File: src/rtl/m_store_buffer.sv
// m_store_buffer: posted-write store buffer between the store byte-enable unit and the data-memory bus.
// Ports: st_* store request in (valid/ready), mem_* head entry out (valid/ready), ld_* load conflict probe, empty status.
// Latency: a store pushed at edge N is presented on mem_* after edge N. Backpressure: st_ready drops when all DEPTH entries are pending.
module m_store_buffer #(
  parameter int DEPTH = 4,
  parameter int PTR_W = 2
) (
  input  logic        clk,
  input  logic        reset,
  input  logic        st_valid,
  input  logic [31:0] st_addr,
  input  logic [3:0]  st_byteen,
  input  logic [31:0] st_wdata,
  output logic        st_ready,
  output logic        mem_valid,
  output logic [31:0] mem_addr,
  output logic [3:0]  mem_byteen,
  output logic [31:0] mem_wdata,
  input  logic        mem_ready,
  input  logic        ld_valid,
  input  logic [31:0] ld_addr,
  output logic        ld_conflict,
  output logic        empty
);

  localparam logic [PTR_W:0] LP_FULL = (PTR_W+1)'(DEPTH);
  localparam logic [PTR_W:0] LP_TWO  = (PTR_W+1)'(2);

  logic [29:0]      r_addr [DEPTH];
  logic [3:0]       r_be   [DEPTH];
  logic [31:0]      r_data [DEPTH];
  logic [PTR_W-1:0] r_head;
  logic [PTR_W-1:0] r_tail;
  logic [PTR_W:0]   r_count;

  logic             w_push;
  logic             w_pop;
  logic             w_merge;
  logic             w_alloc;
  logic [PTR_W-1:0] w_tail_m1;
  logic             w_conflict;
  logic             w_unused;

  // Byte offsets are irrelevant: everything is tracked per 32-bit word.
  assign w_unused = ^{st_addr[1:0], ld_addr[1:0]};

  assign st_ready  = (r_count != LP_FULL);
  assign mem_valid = (r_count != '0);
  assign empty     = (r_count == '0);

  assign w_push    = st_valid & st_ready & (st_byteen != 4'b0000);
  assign w_pop     = mem_valid & mem_ready;
  assign w_tail_m1 = r_tail - PTR_W'(1);

  // Only the youngest entry is a merge candidate, and only when it is not the
  // head (count>=2): the head may be mid-transfer on the bus.
  assign w_merge = w_push & (r_count >= LP_TWO) & (st_addr[31:2] == r_addr[w_tail_m1]);
  assign w_alloc = w_push & ~w_merge;

  // mem_* come straight from the head registers, so they stay stable under backpressure.
  assign mem_addr   = {r_addr[r_head], 2'b00};
  assign mem_byteen = r_be[r_head];
  assign mem_wdata  = r_data[r_head];

  always_ff @(posedge clk or posedge reset) begin
    if (reset) begin
      for (int i = 0; i < DEPTH; i++) begin
        r_addr[i] <= '0;
        r_be[i]   <= '0;
        r_data[i] <= '0;
      end
      r_head  <= '0;
      r_tail  <= '0;
      r_count <= '0;
    end else begin
      if (w_merge) begin
        for (int b = 0; b < 4; b++) begin
          if (st_byteen[b]) r_data[w_tail_m1][8*b +: 8] <= st_wdata[8*b +: 8];
        end
        r_be[w_tail_m1] <= r_be[w_tail_m1] | st_byteen;
      end else if (w_alloc) begin
        r_addr[r_tail] <= st_addr[31:2];
        r_be[r_tail]   <= st_byteen;
        r_data[r_tail] <= st_wdata;
        r_tail         <= r_tail + PTR_W'(1);
      end
      if (w_pop) r_head <= r_head + PTR_W'(1);
      case ({w_alloc, w_pop})
        2'b10:   r_count <= r_count + (PTR_W+1)'(1);
        2'b01:   r_count <= r_count - (PTR_W+1)'(1);
        default: r_count <= r_count;
      endcase
    end
  end

  // Scan the count entries starting at head; the head stays valid this cycle
  // even if it is being popped, and the incoming store is not considered.
  always_comb begin
    logic [PTR_W-1:0] w_idx;
    w_conflict = 1'b0;
    w_idx      = '0;
    for (int i = 0; i < DEPTH; i++) begin
      w_idx = r_head + PTR_W'(i);
      if (((PTR_W+1)'(i) < r_count) && (r_addr[w_idx] == ld_addr[31:2])) w_conflict = 1'b1;
    end
  end

  assign ld_conflict = ld_valid & w_conflict;

endmodule

File: config.mk
export PLATFORM = sky130hd
export DESIGN_NAME = m_store_buffer
export DESIGN_NICKNAME = d
export VERILOG_FILES = /design/src/rtl/m_store_buffer.sv
export SDC_FILE = /design/constraint.sdc
export NUM_CORES = 1
export LEC_CHECK = 0
export CORE_MARGIN = 4
export CORE_UTILIZATION = 55
export CTS_CLUSTER_SIZE = 16
export DETAILED_ROUTE_END_ITERATION = 7
export HOLD_SLACK_MARGIN = 0.02
export PLACE_DENSITY = 0.78
export SLEW_MARGIN = 20
export SYNTH_ARGS = -nofsm -noshare
export SYNTH_HDL_FRONTEND = slang
export SYNTH_SLANG_ARGS = --single-unit
File: constraint.sdc
create_clock -name clk -period 20.9 [get_ports clk]
set_clock_uncertainty 0.15 [all_clocks]
set_input_delay 4.18 -clock clk [delete_from_list [all_inputs] [get_ports clk]]
set_output_delay 4.18 -clock clk [all_outputs]
set_load 0.005 [all_outputs]
Yosys cells after proc, flatten, opt, wreduce, memory -nomap -nowiden. Cells that the tools add are included.

Bits in registers: 271. Input bits: 105. Output and inout bits: 72.

Add/subtract/negate cells: 7. $lt $le $gt $ge: 13. Equal/unequal tests: 8. Multiplexer cells: 64. Bitwise operators: 15. Reductions and logical operators: 12.

Operators with widths (number): $mux 128 (9); $bwmux 128 (5); $mux 30 (11); $demux 32 s2 (5); $bmux 30 s2 (5); $eq 30x30->1 (5); $mux 32 (4); $bwmux 120 (1); $bmux 32 s2 (1); $demux 30 s2 (1); $mux 16 (3); $bwmux 16 (2); $mux 24 (1); $mux 4 (6); $ge 3x3->1 const B (6); $not 2->3 (6); $bmux 4 s2 (2); $demux 4 s2 (2); $mux 8 (1); $and 1x1->1 (7); $logic_and 1x1->1 (6); $lt 1x3->1 const A (2); $lt 2x3->1 const A (2); $lt 3x1->1 const B (2); 18 further kinds (24).

Longest topological paths before layout. Gate-level depths: netlist of run 1.

Depth in word-level cells: 18. Mapped depth: 17.

Least setup slack after synthesis of run 1. Ideal clock, no wire load.

Path type: input port to output port. Start: in ld_addr[4]. End: out ld_conflict. Arrival: 5.273 ns. Required time: 16.570 ns. Setup slack: 11.297 ns. Stages on the path: 6. Path through: xor2_1 -> a2111oi_0 -> nand4_1 -> nor4_1 -> o32ai_1 -> a21boi_0.

Cells in the longest elaborated chain, start to end: 7. Elaborated cells between the ends (all ways): 13. Classes of those cells: eq/ne: 4; mux: 4; bitwise: 1; reduce/logical: 4.

RTL lines: from (decl) (line 21) `input logic [31:0] ld_addr,`; $eq 30x30->1 (line 104) `if (((PTR_W+1)'(i) < r_count) && (r_addr[w_idx] == ld_addr[31:2])) w_conflict = 1'b1;`; $logic_and 1x1->1 (line 104); $mux 1 (3 in series) (line 104); $mux 1 * (line 104); $and 1x1->1 * (line 108) `assign ld_conflict = ld_valid & w_conflict;`; to (decl) (line 22) `output logic ld_conflict,`.

Every way passes the cells marked *; elsewhere a longest branch is shown, timed or not.

Final worst setup path of run 1.
Start: in ld_addr[12]. End: out ld_conflict.

Same word-level chain as after synthesis.

==> results of run 1 <==
## routing by layer
metal	vias up	track usage	wire length, um
met5	-	0	46
met4	6	0.0736	1350
met1	5980	0.351	17100
met3	89	0.0669	3860
met2	491	0.418	21600
li1	4814	-	-
## power by group through the flow
stage	sequential, uW	clock (uW)	combinational, uW
floorplan	963	0	1630
global placement	1070	0	2220
detailed placement	1100	0	2250
CTS	1090	565	2270
global route	1140	587	2400
finish	1100	555	2260
## placed cells by master (no fill, tap or decap), types with 3 or more instances in the layout
cell,n
a2111oi_0,3
a21oi_1,16
a21oi_2,8
a21oi_4,8
buf_4,10
bufinv_16,4
clkbuf_1,5
clkbuf_16,30
clkbuf_8,5
clkdlybuf4s50_1,170
clkinv_2,6
dfrtp_1,268
ha_1,11
inv_1,13
mux2_1,3
mux2_2,250
mux2i_1,19
mux4_2,181
nand2_1,16
nand3_1,6
nand4_1,25
nor2_1,5
nor2_2,4
nor4_1,22
o21ai_0,6
o32a_1,15
o32ai_1,3
or2_2,3
xnor2_1,78
xor2_1,72
## worst reg2reg max path, cell delays in order, from the launching register on
cell and delay [ns]:
dfrtp_2 0.34, buf_4 0.57, clkinv_1 0.73, ha_2 1.08, buf_4 0.52, mux4_2 0.41, xnor2_1 0.27, nand4_1 0.23
a2111o_1 0.47, nor4_4 0.65, nor3_4 0.25, buf_4 0.38, a21oi_2 0.50, mux2_2 0.40
## sequential cells by signal (all words and copies together), names as in the netlist
name,flops
r_count,3
r_addr,120
r_be,16
r_data,128
r_tail,2
r_head,2
## path summary, 6_finish.rpt
check	end	slack [ns]	cells past startpoint
hold reg to reg	r_data[43]	0.35	1
hold / removal	r_data[43]	0.35	1
setup / recovery	ld_conflict	9.26	8
min in group asynchronous	r_addr[95]	4.02	2
setup reg to reg	r_data[58]	13.82	13
max in group asynchronous	r_data[12]	15.27	3
## metrics by stage
step / utilization / std cells
5_1_grt: 0.657 / 1710
3_3_place_gp: 0.623 / 1656
6_report: 0.657 / 1710
2_1_floorplan: - / 1149
3_5_place_dp: 0.623 / 1656
4_1_cts: 0.657 / 1710
## logic make-up (layout without fill, tap and decap cells)
family / Yosys count / count (layout) / share of synthesized area
simple gates: 102 / 102 / 0.0371
xor+xnor: 150 / 150 / 0.0769
buf+inv: 86 / 251 / 0.0257
flops: 271 / 271 / 0.397
fa+ha+maj: 12 / 12 / 0.00879
compound gates: 73 / 73 / 0.0375
other cells: 1 / 2 / 0.000220
mux: 453 / 453 / 0.417
## final cells by class
| class | instances | area [sq um] |
|---|---|---|
| Sequential cell | 271 | 6790 |
| Clock inverter | 14 | 208 |
| Fill cell | 2208 | 10500 |
| Timing Repair Buffer | 182 | 1820 |
| Tap cell | 396 | 495 |
| Inverter | 15 | 63.8 |
| Clock buffer | 40 | 838 |
| Multi-Input combinational cell | 792 | 9890 |
==> results.py, run 1 <==
metrics = {
    "sta": {
        "setup_viol": 0,
        "slew-limit-headroom": 0.298,
        "report.final.slew_viol_count": 0,
        "hold_violations": 0,
        "setup_ws_ns": 9.26,
        "period_needed_ns": 11.64,
        "min_period_over_period": 0.557,
        "hold_ws_ns": 0.348,
        "worst-slew-pin-transition_ns": 1.05,
        "rsz0062_at_grt": "false",
        "tns_ns": 0,
        "fmax_mhz": 85.9,
    },
    "power_and_ir_drop": {
        "p_clk_frac": 0.142,
        "power_uw": 3920,
        "p_leak_uw": 0.00766,
        "ir_drop_mv": 0.120,
        "p_comb_frac": 0.578,
        "power.density_nw_per_um2": 195,
        "seqPwrFrac": 0.281,
        "switching_power_uw": 1480,
        "netSwitchingFraction": 0.378,
        "intPower_uw": 2440,
    },
    "drt": {
        "vias": 11400,
        "ant_nets": 0,
        "drc_errors": 0,
        "wirelength_um": 44000,
        "wl_per_cell_um": 25.7,
        "firstDrtPassIters": 5,
        "initialDrtViolationCount": 993,
        "via_per_inst": 6.65,
    },
    "cells_and_area": {
        "diodes": 0,
        "finalNetCount": 1409,
        "layout-drive-gt1-share": 0.402,
        "fin_area_sq_um": 20100,
        "area_delta_synth_final_pct": 17.7,
    },
    "synth": {
        "synth_top_cell_by_area": "dfrtp_1",
        "synth_area_leaders": "dfrtp_1 40%, mux4_2 24%, mux2_2 16%, xnor2_1 4.0%, xor2_1 3.7%",
        "yosys_warnings": 0,
        "yosysUniqueCellTypes": 57,
        "synth_edf_count": 0,
        "synthTopCellsByCount": "271 x dfrtp_1, 250 x mux2_2, 181 x mux4_2",
        "yosys_register_bits": 271,
        "syn_area_sq_um": 17100,
        "synth.avg_cell_area_sq_um": 14.9,
        "synthMostInstantiatedCell": "dfrtp_1",
        "ys_async_sr_fraction": 1.00,
        "synth_top_area_frac": 0.397,
        "syn_inst": 1148,
        "seq_area_frac_synth": 0.397,
        "ys.flop_type": "dfrtp_1",
    },
    "placed_design": {
        "dp_hpwl_um": 30100,
        "dpl_cell_area_sq_um": 19100,
        "routabilityCongestion": 0.982,
        "io_buffers": 170,
        "dp_slack_ns": 9.44,
    },
    "global_route": {
        "first_global_vias": 11600,
        "antenna_found_initial": 3,
        "grt_max_degree": 151,
        "overflow": 0,
        "grt_pass1_wl_um": 68400,
        "gr-usage-all-layers": 0.258,
    },
    "clock_tree": {
        "tritoncts": "yes",
        "postCtsHoldBufs": 0,
        "cts_resized": 0,
        "clk_pin_slew_ns": 0.05,
        "clock-root-buffer": "clkbuf_16",
        "cts_max_level": 1,
        "post_cts_buffers": 0,
        "cts-buffers-inserted": 30,
        "cts_sinks": 271,
        "cts_max_path_buffers": 3,
        "clk_latency_ns": 0.57,
    },
    "min_path": {
        "holdCritStartpoint": "r_data[43]",
        "hold_path_class": "flop to flop",
    },
    "worst_setup_path": {
        "path_buf_inv": 2,
        "crit_start": "ld_addr[12]",
        "cp.arrival_ns": 7.31,
        "slowest_stage": "nor4_1",
        "crit_fanout": 4,
        "path_class": "primary input to primary output",
        "worst_ep_required_time_ns": 16.57,
        "cp_slowest_stage_delay_ns": 0.73,
        "path_cells": "clkdlybuf4s50_1 > xor2_1 > nor4_1 > nand4_1 > nor4_1 > o32ai_1 > a21boi_0 > clkdlybuf4s50_1",
        "reg2reg_from": "r_tail[0]",
        "start_kind": "primary input",
        "critical_path.top_delay_family": "simple AND/OR/NAND/NOR gates",
        "endpoint_kind": "primary output",
    },
    "floorplanning": {
        "die_h_um": 184,
        "initial_core_util": 0.558,
        "die_x_um": 184,
        "io_pins": 177,
        "coreArea_sq_um": 30600,
        "die_area_sq_um": 33900,
        "rows": 64,
    },
    "outcome": {
        "status": "finished clean",
    },
    "run": {
        "cap_violations": 0,
    },
}
No activity file was read; power rests on OpenSTA's default activity.
==> run 2: changes to the inputs <==
Settings changed: CORE_UTILIZATION 55 to 53.
Clock period 20.9 ns to 10.22 ns, I/O delays scaled along.
==> results.py, run 2 (synthesis gave the netlist of run 1 again) <==
metrics = {
    "cells_and_area": {
        "area_delta_synth_final_pct": 17.8,
        "layout_common_cells": "268 x dfrtp_1, 250 x mux2_2, 181 x mux4_2, 170 x clkdlybuf4s50_1, 78 x xnor2_1",
        "largest-register": "r_data",
        "largest_register_ffs": 128,
        "fin_area_sq_um": 20100,
        "layout-drive-gt1-share": 0.401,
        "reg_top3": "r_data x128, r_addr x120, r_be x16",
        "num-fill-cells": 2298,
        "mostFrequentLayoutCell": "dfrtp_1",
        "finalNetCount": 1409,
    },
    "global_route": {
        "grt_max_degree": 165,
        "first_global_vias": 11800,
        "grt_pass1_wl_um": 68900,
        "antenna_found_initial": 4,
        "gr-usage-all-layers": 0.248,
        "overflow": 0,
    },
    "sta": {
        "slew-limit-headroom": 0.400,
        "rsz0062_at_grt": "false",
        "hold_violations": 0,
        "fmax_mhz": 137,
        "report.final.slew_viol_count": 0,
        "setup_viol": 0,
        "min_period_over_period": 0.716,
        "period_needed_ns": 7.32,
        "worst-slew-pin-transition_ns": 0.877,
        "tns_ns": 0,
    },
    "drt": {
        "initialDrtViolationCount": 950,
        "drc_errors": 0,
        "vias": 11300,
        "firstDrtPassIters": 5,
        "top_layer_used": "met5",
        "ant_nets": 0,
        "routedLengthMet1_um": 17300,
        "wl_per_cell_um": 25.6,
        "via_per_inst": 6.59,
        "wl_met3_um": 4020,
        "wl_met2_um": 21000,
        "wirelength_um": 44000,
    },
    "floorplanning": {
        "die_x_um": 188,
        "io_pins": 177,
        "die_h_um": 188,
        "rows": 65,
        "die_area_sq_um": 35200,
        "initial_core_util": 0.540,
        "coreArea_sq_um": 31600,
    },
    "worst_setup_path": {
        "worst_ep_required_time_ns": 8.03,
        "crit_fanout": 54,
        "slowest_stage": "buf_4",
        "cp.arrival_ns": 5.12,
        "path_cells": "buf_4 > mux4_2 > xor2_1 > nor4_1 > nand4_1 > nor4_1 > o32ai_1 > a21boi_0 > clkdlybuf4s50_1",
        "endpoint_kind": "primary output",
        "start_kind": "flop",
        "crit_top_cell": "nor4_1",
        "path_class": "flop to primary output",
        "cp_slowest_stage_delay_ns": 0.82,
    },
    "clock_tree": {
        "cts-buffers-inserted": 30,
        "post_cts_buffers": 0,
        "tritoncts": "yes",
        "postCtsHoldBufs": 0,
        "cts_sinks": 271,
        "clock-root-buffer": "clkbuf_16",
        "clk_latency_ns": 0.59,
        "clk_pin_slew_ns": 0.06,
        "cts_resized": 0,
        "cts_max_path_buffers": 3,
        "cts_max_level": 1,
    },
    "power_and_ir_drop": {
        "power.density_nw_per_um2": 399,
        "p_leak_uw": 0.00766,
        "ir_drop_mv": 0.237,
    },
    "placed_design": {
        "routabilityCongestion": 0.929,
        "dp_hpwl_um": 29900,
        "dpl_cell_area_sq_um": 19100,
        "io_buffers": 170,
    },
    "min_path": {
        "hold_path_class": "flop to flop",
    },
    "run": {
        "cap_violations": 0,
    },
    "outcome": {
        "status": "finished clean",
    },
}
[run 2: cell count changes in the layout (fill, tap and decap cells not counted), sizes merged]
cell	delta
clkinv	-1
diode	+1
clkinvlp	-1
clkbuf	+3
[run 2: path summary, 6_finish.rpt]
path                       slack, ns  startpoint  depth (start not counted)     endpoint
setup / recovery                2.90   r_head[0]                          9  ld_conflict
hold / removal                  0.35  r_data[33]                          1   r_data[33]
setup reg to reg                4.11   r_tail[0]                         11  r_data[120]
hold reg to reg                 0.35  r_data[33]                          1   r_data[33]
max in group asynchronous       6.69       reset                          3    r_tail[0]
min in group asynchronous       1.90       reset                          2    r_addr[7]
[run 2: per-layer routing]
| layer | vias to the layer above | global-route usage |
|---|---|---|
| met5 | - | 0 |
| met4 | 6 | 0.0822 |
| met3 | 99 | 0.0782 |
| met2 | 479 | 0.393 |
| met1 | 5944 | 0.329 |
| li1 | 4792 | - |
[run 2: per-stage QoR]
stage / util / std cells / setup WS, ns / total power [uW] / hold WS (ns)
after floorplan: - / 1149 / 0.559 / 5300 / 0.309
after global placement: 0.603 / 1662 / 3.07 / 6720 / 0.324
after detailed placement: 0.603 / 1662 / 3.10 / 6850 / 0.333
after CTS: 0.636 / 1717 / 2.90 / 8040 / 0.350
after global routing: 0.636 / 1718 / 2.65 / 8470 / 0.354
final: 0.636 / 1718 / 2.90 / 8030 / 0.349
[run 2: final cells by class]
cell class | count | area, sq um | area share
clock inverter | 12 | 189 | 0.00939
sequential | 271 | 6790 | 0.338
clock buffer | 43 | 860 | 0.0427
inverter | 15 | 63.8 | 0.00317
tap | 402 | 503 | 0.0250
multi-input combinational | 792 | 9890 | 0.492
timing repair buffer | 182 | 1820 | 0.0903
antenna | 1 | 2.50 | 0.000124
[run 2: where the power goes]
part | switching (uW) | internal, uW | total, uW
logic | 1980 | 2680 | 4660
registers | 594 | 1630 | 2220
clock network | 461 | 686 | 1150
[run 2: worst max-delay path: cells and delay by family (launching register included)]
kind                   cells  cell delay [ns]
XOR/XNOR                   1             0.16
buffers and inverters      2             1.39
flip-flops                 1             0.76
multiplexers               1             0.64
AND/OR/NAND/NOR            3             1.06
AO/OA/AOI/OAI              2             0.49
==> run 3: changes to the inputs <==
Settings changed: CORE_UTILIZATION 53 to 55.
Clock period 10.22 ns to 7.07 ns, I/O delays scaled along.
==> results.py, run 3 (synthesis gave the netlist of run 1 again) <==
metrics = {
    "worst_setup_path": {
        "cp.arrival_ns": 4.32,
        "crit_fanout": 30,
        "crit_start": "r_head[0]",
        "endpoint_kind": "primary output",
        "reg2reg_from": "r_tail[0]",
        "worst_r2r_endpoint": "r_data[86]",
        "endpoint": "ld_conflict",
        "worst_ep_required_time_ns": 5.51,
        "path_class": "flop to primary output",
        "reg2reg_setup_slack_ns": 1.37,
        "start_kind": "flop",
        "reg2reg_depth": 11,
    },
    "floorplanning": {
        "die_area_sq_um": 33900,
        "coreArea_sq_um": 30600,
        "initial_core_util": 0.558,
        "io_pins": 177,
        "rows": 64,
        "die_h_um": 184,
        "die_x_um": 184,
    },
    "drt": {
        "wirelength_um": 44100,
        "ant_nets": 0,
        "wl_per_cell_um": 25.6,
        "via_per_inst": 6.58,
        "firstDrtPassIters": 5,
        "drc_errors": 0,
        "vias": 11300,
        "initialDrtViolationCount": 904,
    },
    "power_and_ir_drop": {
        "ir_drop_mv": 0.314,
        "seqPwrFrac": 0.275,
        "power_uw": 11600,
        "p_leak_uw": 0.00771,
        "p_clk_frac": 0.137,
        "p_comb_frac": 0.587,
        "power.density_nw_per_um2": 575,
        "switching_power_uw": 4390,
        "intPower_uw": 7220,
        "netSwitchingFraction": 0.378,
    },
    "cells_and_area": {
        "largest_register_ffs": 128,
        "finalCoreUtilization": 0.660,
        "layout_common_cells": "268 x dfrtp_1, 250 x mux2_2, 181 x mux4_2, 170 x clkdlybuf4s50_1, 78 x xnor2_1",
        "reg_top3": "r_data x128, r_addr x120, r_be x16",
        "mostFrequentLayoutCell": "dfrtp_1",
        "area_delta_synth_final_pct": 18.2,
        "layout-drive-gt1-share": 0.406,
        "finalNetCount": 1420,
        "num-fill-cells": 2233,
        "diodes": 0,
        "largest-register": "r_data",
    },
    "placed_design": {
        "io_buffers": 170,
        "routabilityCongestion": 0.965,
        "dp_hpwl_um": 30700,
    },
    "sta": {
        "min_period_over_period": 0.832,
        "rsz0062_at_grt": "false",
        "fmax_mhz": 170,
        "period_needed_ns": 5.89,
        "hold_violations": 0,
        "tns_ns": 0,
        "worst-slew-pin-transition_ns": 0.941,
        "setup_viol": 0,
        "slew-limit-headroom": 0.373,
        "report.final.slew_viol_count": 0,
    },
    "clock_tree": {
        "cts-buffers-inserted": 30,
        "tritoncts": "yes",
        "clk_latency_ns": 0.58,
        "postCtsHoldBufs": 0,
        "cts_max_level": 1,
        "cts_resized": 0,
        "clock-root-buffer": "clkbuf_16",
        "post_cts_buffers": 0,
        "cts_sinks": 271,
        "cts_max_path_buffers": 3,
        "clk_pin_slew_ns": 0.06,
    },
    "run": {
        "cap_violations": 0,
    },
    "min_path": {
        "hold_path_class": "flop to flop",
    },
    "global_route": {
        "first_global_vias": 11500,
        "grt_pass1_wl_um": 68400,
        "gr-usage-all-layers": 0.260,
        "grt_max_degree": 157,
        "overflow": 0,
        "antenna_found_initial": 4,
    },
    "outcome": {
        "status": "finished clean",
    },
}
==> run 3: changes by cell type in the layout (fill, tap and decap cells not counted), sizes merged <==
cell,delta
buf,+11
clkinv,+4
clkbuf,-2
inv,-2
bufinv,-1
clkinvlp,+1
diode,-1
==> run 3: metrics by stage <==
stage          setup slack (ns)  instances  hold slack, ns  cell area [sq um]
2_1_floorplan              1.92       1149           0.309              17100
3_3_place_gp               1.21       1667           0.327              19200
3_5_place_dp               1.15       1667           0.331              19200
5_1_grt                   0.841       1722           0.357              20200
6_report                   1.18       1722           0.347              20200
4_1_cts                    1.11       1722           0.349              20200
==> run 3: layout make-up <==
cell class                      count  area (sq um)  share of cell area
Clock buffer                       41           842              0.0417
Clock inverter                     14           170             0.00843
Inverter                           15          60.1             0.00298
Multi-Input combinational cell    792          9890               0.490
Sequential cell                   271          6790               0.336
Tap cell                          396           495              0.0245
Timing Repair Buffer              193          1940              0.0960
==> run 3: how the worst min path moves through the flow <==
stage / start / end / cells past startpoint
floorplan: r_data[77] / r_data[77] / 1
global placement: r_data[79] / r_data[79] / 1
detailed placement: r_data[77] / r_data[77] / 1
CTS: r_data[77] / r_data[77] / 1
global route: r_data[47] / r_data[47] / 1
finish: r_data[77] / r_data[77] / 1
==> run 3: per-layer routing <==
layer	track usage	up-vias	routed length [um]
met1	0.360	5939	17400
met2	0.419	490	21600
met3	0.0637	78	3820
li1	-	4817	-
met5	0	-	57
met4	0.0651	8	1200
==> run 3: critical path, cell delays in order, from the launching register on <==
cell and delay [ns]:
dfrtp_4 0.60, buf_4 0.40, buf_4 0.56, mux4_2 0.62, xnor2_1 0.21, nand4_1 0.13
nor4_1 0.30, a41oi_1 0.10, a21boi_0 0.25, clkdlybuf4s50_1 0.54
==> run 3: power by group through the flow <==
stage,clock [uW],sequential [uW],combinational [uW]
floorplan,0,2850,4820
global placement,0,3100,6720
detailed placement,0,3180,6800
CTS,1620,3170,6860
global route,1690,3310,7240
finish,1590,3200,6820
